**src/rtl/clk_divider.sv**
```systemverilog
// -----------------------------------------------------------------------------
// clk_divider
//
// Programmable clock generator for the processor test controller. It derives
// clk_o from the system clock either as a continuous divided clock (free-run)
// or as a burst of exactly `rem` output pulses (step mode). The controller
// uses it to run, stop, or single/multi-step the core under test.
//
// Parameters
//   COUNTER_BITS  width of `divider` and the division counter
//   PULSE_BITS    width of `pulse` and the burst counter
//
// Ports
//   clk          in   system clock; all state is clocked by it
//   reset        in   asynchronous, active-low reset
//   option       in   0 = free-run, 1 = step/burst
//   write_pulse  in   single-cycle strobe; loads `pulse` into the burst counter
//   out_enable   in   1 = output allowed, 0 = clk_o held low
//   divider      in   half-period in clk cycles; 0 = pass-through
//   pulse        in   burst length in output pulses
//   clk_o        out  generated clock
// -----------------------------------------------------------------------------
module clk_divider #(
    parameter int COUNTER_BITS = 32,
    parameter int PULSE_BITS   = 32
) (
    input  logic                    clk,
    input  logic                    reset,
    input  logic                    option,
    input  logic                    write_pulse,
    input  logic                    out_enable,
    input  logic [COUNTER_BITS-1:0] divider,
    input  logic [PULSE_BITS-1:0]   pulse,
    output logic                    clk_o
);

    logic [COUNTER_BITS-1:0] cnt;
    logic                    div_q;
    logic                    clk_div_q;
    logic [PULSE_BITS-1:0]   rem;
    logic                    g;

    logic pass_thru;
    logic wrap;
    logic div_rise;
    logic emit_ok;
    logic step_dec;

    assign pass_thru = (divider == '0);

    // A >= compare (not ==) lets a reduced divider take effect at the next
    // edge instead of waiting for the counter to wrap around.
    assign wrap     = (cnt >= (divider - COUNTER_BITS'(1)));
    assign div_rise = !pass_thru && wrap && !div_q;

    // Whether the next base-clock high phase may reach the output.
    assign emit_ok  = out_enable && (!option || (rem != '0));

    // One decrement per emitted pulse in step mode. In pass-through the gate
    // g already captured out_enable at the previous falling edge, so it
    // decides whether the high phase starting now is emitted.
    assign step_dec = option && (rem != '0) &&
                      (pass_thru ? g : (div_rise && out_enable));

    always_ff @(posedge clk or negedge reset) begin
        if (!reset) begin
            cnt       <= '0;
            div_q     <= 1'b0;
            clk_div_q <= 1'b0;
            rem       <= '0;
        end else begin
            if (pass_thru) begin
                cnt       <= '0;
                div_q     <= 1'b0;
                clk_div_q <= 1'b0;
            end else if (wrap) begin
                cnt       <= '0;
                div_q     <= ~div_q;
                // High phases start only on a div_q 0->1 transition and always
                // end on the 1->0 transition, so a pulse is never truncated.
                clk_div_q <= div_q ? 1'b0 : emit_ok;
            end else begin
                cnt <= cnt + COUNTER_BITS'(1);
            end

            // A load wins over a same-edge decrement.
            if (write_pulse) begin
                rem <= pulse;
            end else if (step_dec) begin
                rem <= rem - PULSE_BITS'(1);
            end
        end
    end

    // Pass-through gate changes only while clk is low, so clk & g has no runts.
    always_ff @(negedge clk or negedge reset) begin
        if (!reset) begin
            g <= 1'b0;
        end else begin
            g <= emit_ok;
        end
    end

    assign clk_o = pass_thru ? (clk & g) : clk_div_q;

endmodule

```
**config.mk**
```make
export PLATFORM = sky130hd
export DESIGN_NAME = clk_divider
export DESIGN_NICKNAME = d
export VERILOG_FILES = /design/src/rtl/clk_divider.sv
export SDC_FILE = /design/constraint.sdc
export NUM_CORES = 1
export LEC_CHECK = 0
export BUFFER_PORTS_ARGS = -buffer_cell sky130_fd_sc_hd__buf_2
export CAP_MARGIN = 25
export CELL_PAD_IN_SITES_DETAIL_PLACEMENT = 1
export CELL_PAD_IN_SITES_GLOBAL_PLACEMENT = 2
export CORE_MARGIN = 8
export CORE_UTILIZATION = 35
export CTS_BUF_LIST = sky130_fd_sc_hd__clkbuf_16
export CTS_CLUSTER_SIZE = 12
export DETAILED_ROUTE_END_ITERATION = 8
export PLACE_DENSITY = 0.9
export SYNTH_ARGS = -nofsm -noshare
export SYNTH_HDL_FRONTEND = slang
export SYNTH_SLANG_ARGS = --single-unit
```
**constraint.sdc**
```tcl
create_clock -name clk -period 4 [get_ports clk]
set_clock_uncertainty 0.1 [all_clocks]
set_input_delay 0.6 -clock clk [delete_from_list [all_inputs] [get_ports clk]]
set_output_delay 0.6 -clock clk [all_outputs]
set_load 0.1 [all_outputs]
```
==> results.rst, run 1 <==
.. list-table::
   :header-rows: 1

   * - Metric
     - Value
   * - Net count of the mapped netlist
     - 668
   * - Top flip-flop cell by instance count after synthesis
     - dfrtp_1
   * - Critical path's slowest cell
     - or4_4
   * - Count of flip-flops with a built-in enable after synthesis
     - 0
   * - Leading cell type in the layout, fill and taps excluded
     - buf_4
   * - R2R setup slack
     - -490 ps
   * - Routed vias/inst
     - 5.726
   * - Vias
     - 5199
   * - Final worst-path setup slack
     - -492.1 ps
   * - Count of buffers from port buffering
     - between 60 and 70
   * - Commonest non-fill, non-tap cells in the layout
     - buf_4, buf_2, dfrtp_1
   * - Hpwl dp
     - 12080 um
   * - Post-synthesis cell type count
     - 45
   * - Clock latency reported for the late side of the worst-skew pair
     - 480 ps
   * - Core Box Area
     - 13770 um^2
   * - Tot GR Track Use
     - 19.10%
   * - Most area-hungry cell type in the Yosys netlist
     - dfrtp_1
   * - Number of antenna violations at the first check in global routing
     - 0
   * - TritonCTS clock tree
     - yes
   * - Placement Setup Slack
     - -629.6 ps
   * - Router iterations before antenna repair
     - 4
   * - Top fanout value on the critical path
     - 21
   * - Remaining antenna violation count
     - 0
   * - Worst-path cell chain
     - nand2_1 > or4_4 > a2111oi_4 > o21ai_2 > buf_12 > or4_4 > a31oi_2
   * - Total die area
     - around 18000 um^2
   * - Worst IR drop on VDD
     - 0.0002289 V
   * - Final slew viol count
     - 0
   * - Synth area leaders
     - dfrtp_1, ha_1, nor2_1
   * - Worst endpoint required time
     - 4290 ps
   * - Wire length reported by the detailed router
     - 18780 um
   * - Worst slew pin tran
     - roughly 1000 ps
   * - Setup Crit Path Kind
     - reg2reg
   * - Setup_tns
     - -16590 ps
   * - Area share of the largest cell type after synthesis
     - 33.83%
   * - Final hold viol count
     - 0
   * - Violated checks
     - negative setup slack
   * - RSZ-0062 raised after global routing
     - yes
   * - Largest net degree at the start of global routing
     - between 60 and 70
   * - Post-synthesis average cell area
     - 8.672 um^2
   * - CP Data Arrival Time
     - 4780 ps
   * - Final setup violation count
     - 66
   * - Placer congestion estimate
     - 0.8087
   * - Number of global-route vias before repair
     - 5671
   * - Total congestion overflow
     - 0
   * - Type of the tightest min-delay check
     - in2reg
   * - Slowest cell delay on critical path
     - 450 ps
   * - Count of mapped cells out of synthesis
     - ~560
   * - Hold Buf Count CTS
     - 0
   * - Signed area change from the synthesized netlist to the final layout
     - 46.57%
   * - Maximum Capacitance Violations
     - 0
   * - PnR Total Power
     - 2811 uW
   * - Number of design rule violations left after detail routing
     - 0
   * - Final routed wire length divided by cell count
     - 20.69 um
   * - First-pass GRT wire length
     - 27830 um
   * - Power density of the placed cells
     - approximately 390 nW/um^2
   * - Num ports
     - 70
   * - Relative slew margins
     - 30.97%
   * - Final #Nets
     - 828
   * - Final cell utilization of the core
     - 51.95%
   * - Warning count from the yosys run
     - 0
   * - Number of cell rows
     - 43
   * - Cell area after synthesis
     - 4882 um^2
   * - Synthesis-stage register bit count
     - 67
   * - Clock-pin slew on the worst setup and hold paths
     - 60 ps
   * - Worst Setup Start Kind
     - flop
   * - Worst slack on hold paths
     - 248.0 ps
   * - Most common cell on crit path
     - or4_4
   * - Share of post-route cells with drive strength above 1
     - between 30% and 40%
   * - Leakage power figure
     - 0.002900 uW
   * - Starting density of the core
     - between 30% and 40%
   * - Cell count of the worst hold path
     - 3
   * - Kind of end point of the critical path
     - flop
   * - Die X
     - 134.1 um
   * - DRC violation total after the first TritonRoute iteration
     - about 370
   * - # diodes
     - 0
   * - Status
     - complete, but fails checks
   * - Die Y
     - 134.1 um
   * - Number of cells on the worst reg-to-reg path
     - 7
   * - Proportion of synthesized chip area in sequential cells
     - 34.34%
   * - FFs w/ async S/R, synth
     - 100.0%
power by group:
| group | switching, uW | internal, uW |
|---|---|---|
| Combinational | 458 | 407 |
| Clock | 385 | 624 |
| Sequential | 148 | 789 |
worst max-delay path: cells and delay by family, from the launching register on:
family | cells | cell delay [ps]
compound gates | 3 | 740
buf+inv | 1 | 170
flops | 1 | 430
simple gates | 3 | 940
cell usage after synthesis (2+ instances only):
cell type / count
and2_1: 2
nand4_1: 12
or4_4: 4
ha_1: 36
nand2_1: 39
a31oi_1: 21
o211ai_1: 7
o31a_1: 2
nor4_1: 14
and3_1: 7
a22oi_1: 5
nand3b_1: 4
o31ai_1: 20
o21ai_0: 13
or3b_2: 2
or3_1: 14
xor2_1: 29
clkbuf_1: 19
nor2b_1: 5
xnor2_1: 33
nor2_1: 79
o311ai_0: 2
dfrtp_1: 66
and4_1: 3
inv_1: 10
nand3_1: 29
a211oi_1: 2
a21oi_1: 12
or2_2: 7
or4_1: 33
nand2b_1: 3
nor3_1: 15
a21o_1: 2
routing by layer:
metal | wire [um] | global-route usage (%)
met5 | 0 | 0
met2 | 9805 | 34.01
met3 | 695 | 4.712
met4 | 652 | 8.172
met1 | 7630 | 21.17
worst paths after layout:
check,from,end
max,g,rem[10]
min,pulse[8],rem[8]
max reg2reg,g,rem[10]
min reg2reg,cnt[0],cnt[0]
max in group asynchronous,reset,g
min in group asynchronous,reset,cnt[8]
through the flow:
step | instances | cell area [um^2]
2_1_floorplan | 563 | 5019
3_3_place_gp | 871 | 6097
3_5_place_dp | 871 | 6097
4_1_cts | 896 | 6608
5_1_grt | 908 | 7156
6_report | 908 | 7156
area by class of cell:
class | instances | area, um^2
clock buffers | 13 | 320.3
clock inverters | 7 | 61.31
fillers | 1618 | 6618
inverters | 11 | 41.29
multi-input cells | 464 | 3595
flip-flops and latches | 67 | 1677
well taps | 180 | 225.2
repair buffers | 166 | 1236
repair_timing:
action | 4_1_cts | 5_1_grt
hold endpoints to repair | 0 | 0
gates cloned | 2 | 5
setup buffers | 4 | 8
resized for setup | 27 | 94
setup endpoints to repair | 38 | 68
pin swaps | 10 | 60
registers in the layout, indices dropped and copies added (netlist names):
signal     count
div_q          1
g              1
clk_div_q      1
rem           32
cnt           32
cells by family after synthesis:
kind of cell	synth area share [%]
fa+ha+maj	9.226
simple gates	29.91
xor+xnor	11.12
flops	34.34
buf+inv	2.640
compound gates	12.76
Power figures use the tool's default switching activity.
==> run 2: changes to the inputs <==
CORE_UTILIZATION = 38   (was 35)
PLACE_DENSITY = 0.95   (was 0.9)
clock period = 5.21 ns   (was 4 ns; I/O delays follow)
==> run 2 against run 1 <==
Effect of this change: the run now ends clean; clock power down 32%; critical path depth shrank 4; utilization is 5.5 points lower; sequential share of layout area is 5.3 points higher; sequential cell count stayed put; non-clock buffer count fell by 81; highest routed layer unchanged.
==> results.rst, run 2 (synthesis gave the netlist of run 1 again) <==
.. list-table::
   :header-rows: 1

   * - Metric
     - Value
   * - Starting density of the core
     - 38.85% (+3.4 points)
   * - Number of antenna violations at the first check in global routing
     - 0 (unchanged)
   * - Placer congestion estimate
     - 0.8148 (+0.75%)
   * - Total congestion overflow
     - 0 (unchanged)
   * - Final setup violation count
     - 0 (-100%)
   * - Largest net degree at the start of global routing
     - 67 (unchanged)
   * - Total die area
     - 16730 um^2 (-7.0%)
   * - Clock latency reported for the late side of the worst-skew pair
     - 460 ps (-20 ps)
   * - Wire length reported by the detailed router
     - 14630 um (-22%)
   * - Hold Buf Count CTS
     - 0 (unchanged)
   * - Top fanout value on the critical path
     - 2 (-90%)
   * - # diodes
     - 0 (unchanged)
   * - DRC violation total after the first TritonRoute iteration
     - 195 (-47%)
   * - Hpwl dp
     - 10950 um (-9.3%)
   * - Cell count of the worst hold path
     - 2 (-1)
   * - Worst endpoint required time
     - 4330 ps (+40 ps)
   * - Router iterations before antenna repair
     - 4 (unchanged)
   * - Number of cells on the worst reg-to-reg path
     - 7 (unchanged)
   * - Number of global-route vias before repair
     - 5057 (-11%)
   * - Maximum Capacitance Violations
     - 0 (unchanged)
   * - Final worst-path setup slack
     - 156.4 ps (+648.5 ps)
   * - Vias
     - 4658 (-10%)
   * - Post-place instance area
     - 5500 um^2 (-9.8%)
   * - Signed area change from the synthesized netlist to the final layout
     - 19.63%
   * - Switching power of the nets
     - 604.6 uW (-39%)
   * - RSZ-0062 raised after global routing
     - no
   * - Num ports
     - 70 (unchanged)
   * - Commonest non-fill, non-tap cells in the layout
     - nor2_1, buf_2, dfrtp_1
   * - Kind of end point of the critical path
     - output port
   * - Routed vias/inst
     - 5.687 (-0.67%)
   * - Share of post-route cells with drive strength above 1
     - 18.24% (-19 points)
   * - Internal portion of total power
     - 1196 uW (-34%)
   * - Worst Setup Start Kind
     - flop
   * - Type of the tightest min-delay check
     - reg2reg
   * - Leakage power figure
     - 0.002416 uW (-17%)
   * - Worst IR drop on VDD
     - 0.0001528 V (-33%)
   * - Relative slew margins
     - 42.42% (+11 points)
   * - Status
     - complete, no violations
   * - Regs by FF count
     - cnt (32), rem (32)
   * - Clock-pin slew on the worst setup and hold paths
     - 60 ps (about the same)
   * - TritonCTS clock tree
     - yes
   * - Number of design rule violations left after detail routing
     - 0 (unchanged)
   * - Die X
     - 129.4 um (-3.5%)
   * - Tot GR Track Use
     - 18.44% (-0.66 points)
   * - Count of buffers from port buffering
     - 69 (unchanged)
   * - Clk pwr share
     - 38.1% (+2.2 points)
   * - Sequential cell fraction of total power
     - 39.6% (+6.3 points)
   * - Setup Crit Path Kind
     - reg2out
   * - First-pass GRT wire length
     - 24740 um (-11%)
   * - Number of cell rows
     - 41 (-4.7%)
   * - Leading cell type in the layout, fill and taps excluded
     - nor2_1
   * - Die Y
     - 129.4 um (-3.5%)
   * - Remaining antenna violation count
     - 0 (unchanged)
   * - Part of the total power dissipated in combinational logic
     - 22.3% (-8.5 points)
   * - CP Data Arrival Time
     - 4170 ps (-610 ps)
   * - Placement Setup Slack
     - -156.4 ps (+473.2 ps)
   * - Final slew viol count
     - 0 (unchanged)
   * - Core Box Area
     - 12570 um^2 (-8.7%)
   * - Worst slew pin tran
     - 863.7 ps (-163.0 ps)
   * - Final hold viol count
     - 0 (unchanged)
   * - Final cell utilization of the core
     - 46.47% (-5.5 points)
   * - Worst slack on hold paths
     - 428.2 ps (+180.2 ps)
   * - Power density of the placed cells
     - 308.2 nW/um^2 (-22%)
   * - Final routed wire length divided by cell count
     - 17.87 um (-14%)
   * - Final #Nets
     - 747 (-9.8%)
   * - Final instance area
     - 5841 um^2 (-18%)
   * - Net Sw Frac
     - 33.58% (-1.7 points)
-- run 2: cell count changes in the layout (fill, tap and decap cells not counted), moves of 4 or more --
cell       before  now
buf_4          82   15
buf_6           8    0
clkbuf_16      16   12
nand3_1        25   29
nor2_1         46   79
nor2_4         31    0
nor4_1          7   14
nor4_2          4    0
o21ai_0         7   13
o21ai_1         4    0
or4_1          22   33
or4_4          15    4
-- run 2: stage by stage --
| stage | instances | TNS (ps) | total power, uW |
|---|---|---|---|
| 5_1_grt | 819 | 0 | 1914 |
| 3_3_place_gp | 799 | 0 | 1109 |
| 4_1_cts | 818 | 0 | 1822 |
| 3_5_place_dp | 799 | -1787 | 1143 |
| 2_1_floorplan | 563 | 0 | 978.3 |
| 6_report | 819 | 0 | 1800 |
-- run 2: path summary, 6_finish.rpt --
kind | start | end | slack, ps
max in group asynchronous | reset | g | 2360
worst max-delay path | g | clk_o | 160
worst min-delay path | clk_div_q | clk_div_q | 430
worst max register to register | g | rem[22] | 170
worst min register to register | clk_div_q | clk_div_q | 430
min in group asynchronous | reset | rem[26] | 520
-- run 2: cell type report --
class,instances,area [um^2]
flip-flops and latches,67,1677
clock buffers,13,305.3
fillers,1518,6728
multi-input cells,464,3079
inverters,11,41.29
repair buffers,85,493.0
clock inverters,7,30.03
well taps,172,215.2
-- run 2: power groups by stage --
stage          logic (uW)  clock network [uW]  registers (uW)
2_1_floorplan         270                24.6             684
3_3_place_gp          371                27.2             712
3_5_place_dp          399                27.2             717
4_1_cts               409                 702             712
5_1_grt               462                 724             728
6_report              401                 686             712
-- run 2: worst max-delay path: stages (launching register included) --
cell	delay (ps)
dfrtn_1	430
nand3_1	70
o21ai_0	130
buf_2	480
-- run 2: layer usage --
metal  vias to the layer above  share of wire, %  track usage (%)
met3                        23               4.1            4.889
met1                      2303                43            21.40
met2                        90                51            31.77
met5                         -                 0                0
met4                         0               1.8            7.049
li1                       2242                 -                -
-- run 2: repair_timing --
item | in CTS | in global routing
setup endpoints to repair | 0 | 9
setup buffers | 0 | 1
gates resized for setup | 0 | 1
==> run 3: changes to the inputs <==
CORE_UTILIZATION = 25   (was 38)
CTS_CLUSTER_SIZE = not set   (was 12)
PLACE_DENSITY = 0.71   (was 0.95)
==> run 3 against run 2 <==
Effect of this change: power grew 0.33%; wire length grew 5.1%; global-route usage shrank 5.0 points; highest routed layer unchanged; clock-buffer cell count is the same; clock power grew 2%; first-iteration DRC count shrank 14%; largest cell class unchanged.
==> results.rst, run 3 (synthesis gave the netlist of run 1 again) <==
.. list-table::
   :header-rows: 1

   * - Metric
     - Value
   * - Clock latency reported for the late side of the worst-skew pair
     - 480 ps (+20 ps)
   * - Area of the multi-input gates
     - 3077 um^2 (about the same)
   * - Starting density of the core
     - 25.25% (-14 points)
   * - Final routed wire length divided by cell count
     - 16.89 um (-5.5%)
   * - Clock-pin slew on the worst setup and hold paths
     - 60 ps (about the same)
   * - Leading cell type in the layout, fill and taps excluded
     - nor2_1
   * - Number of global-route vias before repair
     - 5109 (+1.0%)
   * - Kind of end point of the critical path
     - output port
   * - Final instance area
     - 5946 um^2 (+1.8%)
   * - Signed area change from the synthesized netlist to the final layout
     - 21.78%
   * - # diodes
     - 0 (unchanged)
   * - Post-CTS setup repair buffer count
     - 0 (unchanged)
   * - First-pass GRT wire length
     - 26160 um (+5.7%)
   * - Core Box Area
     - 19330 um^2 (+54%)
   * - Post-place instance area
     - 5609 um^2 (+2.0%)
   * - Router iterations before antenna repair
     - 4 (unchanged)
   * - Final hold viol count
     - 0 (unchanged)
   * - Worst endpoint required time
     - 4330 ps (about the same)
   * - CP Data Arrival Time
     - 4240 ps (+70 ps)
   * - Cells resized by post-CTS repair
     - 0 (unchanged)
   * - Final slew viol count
     - 0 (unchanged)
   * - Top fanout value on the critical path
     - 2 (unchanged)
   * - RSZ-0062 raised after global routing
     - no
   * - Final setup violation count
     - 0 (unchanged)
   * - Worst IR drop on VDD
     - 0.0001508 V (-1.3%)
   * - Hold Buf Count CTS
     - 0 (unchanged)
   * - Worst Setup Start Kind
     - flop
   * - Relative slew margins
     - 40.51% (-1.9 points)
   * - Setup_tns
     - 0 ps (unchanged)
   * - Commonest non-fill, non-tap cells in the layout
     - nor2_1, buf_2, dfrtp_1
   * - Worst slack on hold paths
     - 413.3 ps (-14.96 ps)
   * - Final cell count without fillers
     - 910 (+11%)
   * - Worst slew pin tran
     - 892.3 ps (+28.61 ps)
   * - Share of post-route cells with drive strength above 1
     - 18.29% (+0.057 points)
   * - Die Y
     - 155.7 um (+20%)
   * - TritonCTS clock tree
     - yes
   * - Placement Setup Slack
     - 48.03 ps (+204.4 ps)
   * - Type of the tightest min-delay check
     - reg2reg
   * - Count of buffers from port buffering
     - 69 (unchanged)
   * - Number of design rule violations left after detail routing
     - 0 (unchanged)
   * - Largest net degree at the start of global routing
     - 67 (unchanged)
   * - Maximum Capacitance Violations
     - 0 (unchanged)
   * - Vias
     - 4554 (-2.2%)
   * - Status
     - complete, no violations
   * - Die X
     - 155.7 um (+20%)
   * - Number of antenna violations at the first check in global routing
     - 0 (unchanged)
   * - Power density of the placed cells
     - 303.8 nW/um^2 (-1.4%)
   * - Placer congestion estimate
     - 0.8217 (+0.85%)
   * - Number of cell rows
     - 51 (+24%)
   * - Routed vias/inst
     - 5.004 (-12%)
   * - Wire length reported by the detailed router
     - 15370 um (+5.1%)
   * - Count of placed standard cells including taps
     - 891 (+12%)
   * - FILL cells
     - 2297 (+51%)
   * - Remaining antenna violation count
     - 0 (unchanged)
   * - Total congestion overflow
     - 0 (unchanged)
   * - Setup Crit Path Kind
     - reg2out
   * - Final worst-path setup slack
     - 84.57 ps (-71.83 ps)
   * - Tot GR Track Use
     - 13.46% (-5.0 points)
   * - Leakage power figure
     - 0.002407 uW (-0.37%)
   * - Num ports
     - 70 (unchanged)
   * - Sequential Area
     - 1677 um^2 (unchanged)
   * - Hpwl dp
     - 11720 um (+7.0%)
   * - DRC violation total after the first TritonRoute iteration
     - 167 (-14%)
   * - Total die area
     - 24260 um^2 (+45%)
   * - Regs by FF count
     - cnt (32), rem (32)
   * - Final #Nets
     - 745 (-0.27%)
==> run 3: stage by stage <==
step | util [%] | total power (uW)
after global routing | 30.75 | 1935
after detailed placement | 29.01 | 1145
final | 30.75 | 1806
after CTS | 30.75 | 1840
after floorplan | - | 978.3
after global placement | 29.01 | 1118
==> run 3: worst max-delay path: stages, from the launching register on <==
cell and delay, ps:
dfrtn_1 410, nand3_1 90, o21ai_0 160, buf_2 500
==> run 3: worst paths after layout <==
kind / startpoint / endpoint / slack [ps] / depth (start not counted)
setup / recovery: g / clk_o / 80 / 3
hold / removal: cnt[0] / cnt[0] / 410 / 1
setup reg to reg: g / rem[22] / 140 / 7
hold reg to reg: cnt[0] / cnt[0] / 410 / 1
max in group asynchronous: reset / g / 2360 / 1
min in group asynchronous: reset / rem[25] / 540 / 2
==> run 3: area by class of cell <==
cell class	instances	share of cell area [%]
Clock buffer	13	5.135
Tap cell	265	5.577
Multi-Input combinational cell	464	51.75
Clock inverter	7	0.6103
Sequential cell	67	28.20
Timing Repair Buffer	83	8.039
Inverter	11	0.6944
==> run 3: where the power goes <==
part	leakage, uW	total, uW	internal (uW)	switching [uW]
sequential	0.000830	709	606	104
combinational	0.00140	396	173	223
clock	0.000180	701	416	285
==> run 3: routing by layer <==
| metal | GRT usage, % | vias to the layer above | wire length, um | share of wire, % |
|---|---|---|---|---|
| li1 | - | 2228 | - | - |
| met1 | 16.51 | 2223 | 7051 | 46 |
| met2 | 22.05 | 87 | 7263 | 47 |
| met3 | 4.127 | 16 | 818 | 5.3 |
| met4 | 4.482 | 0 | 238 | 1.5 |
| met5 | 0 | - | 0 | 0 |
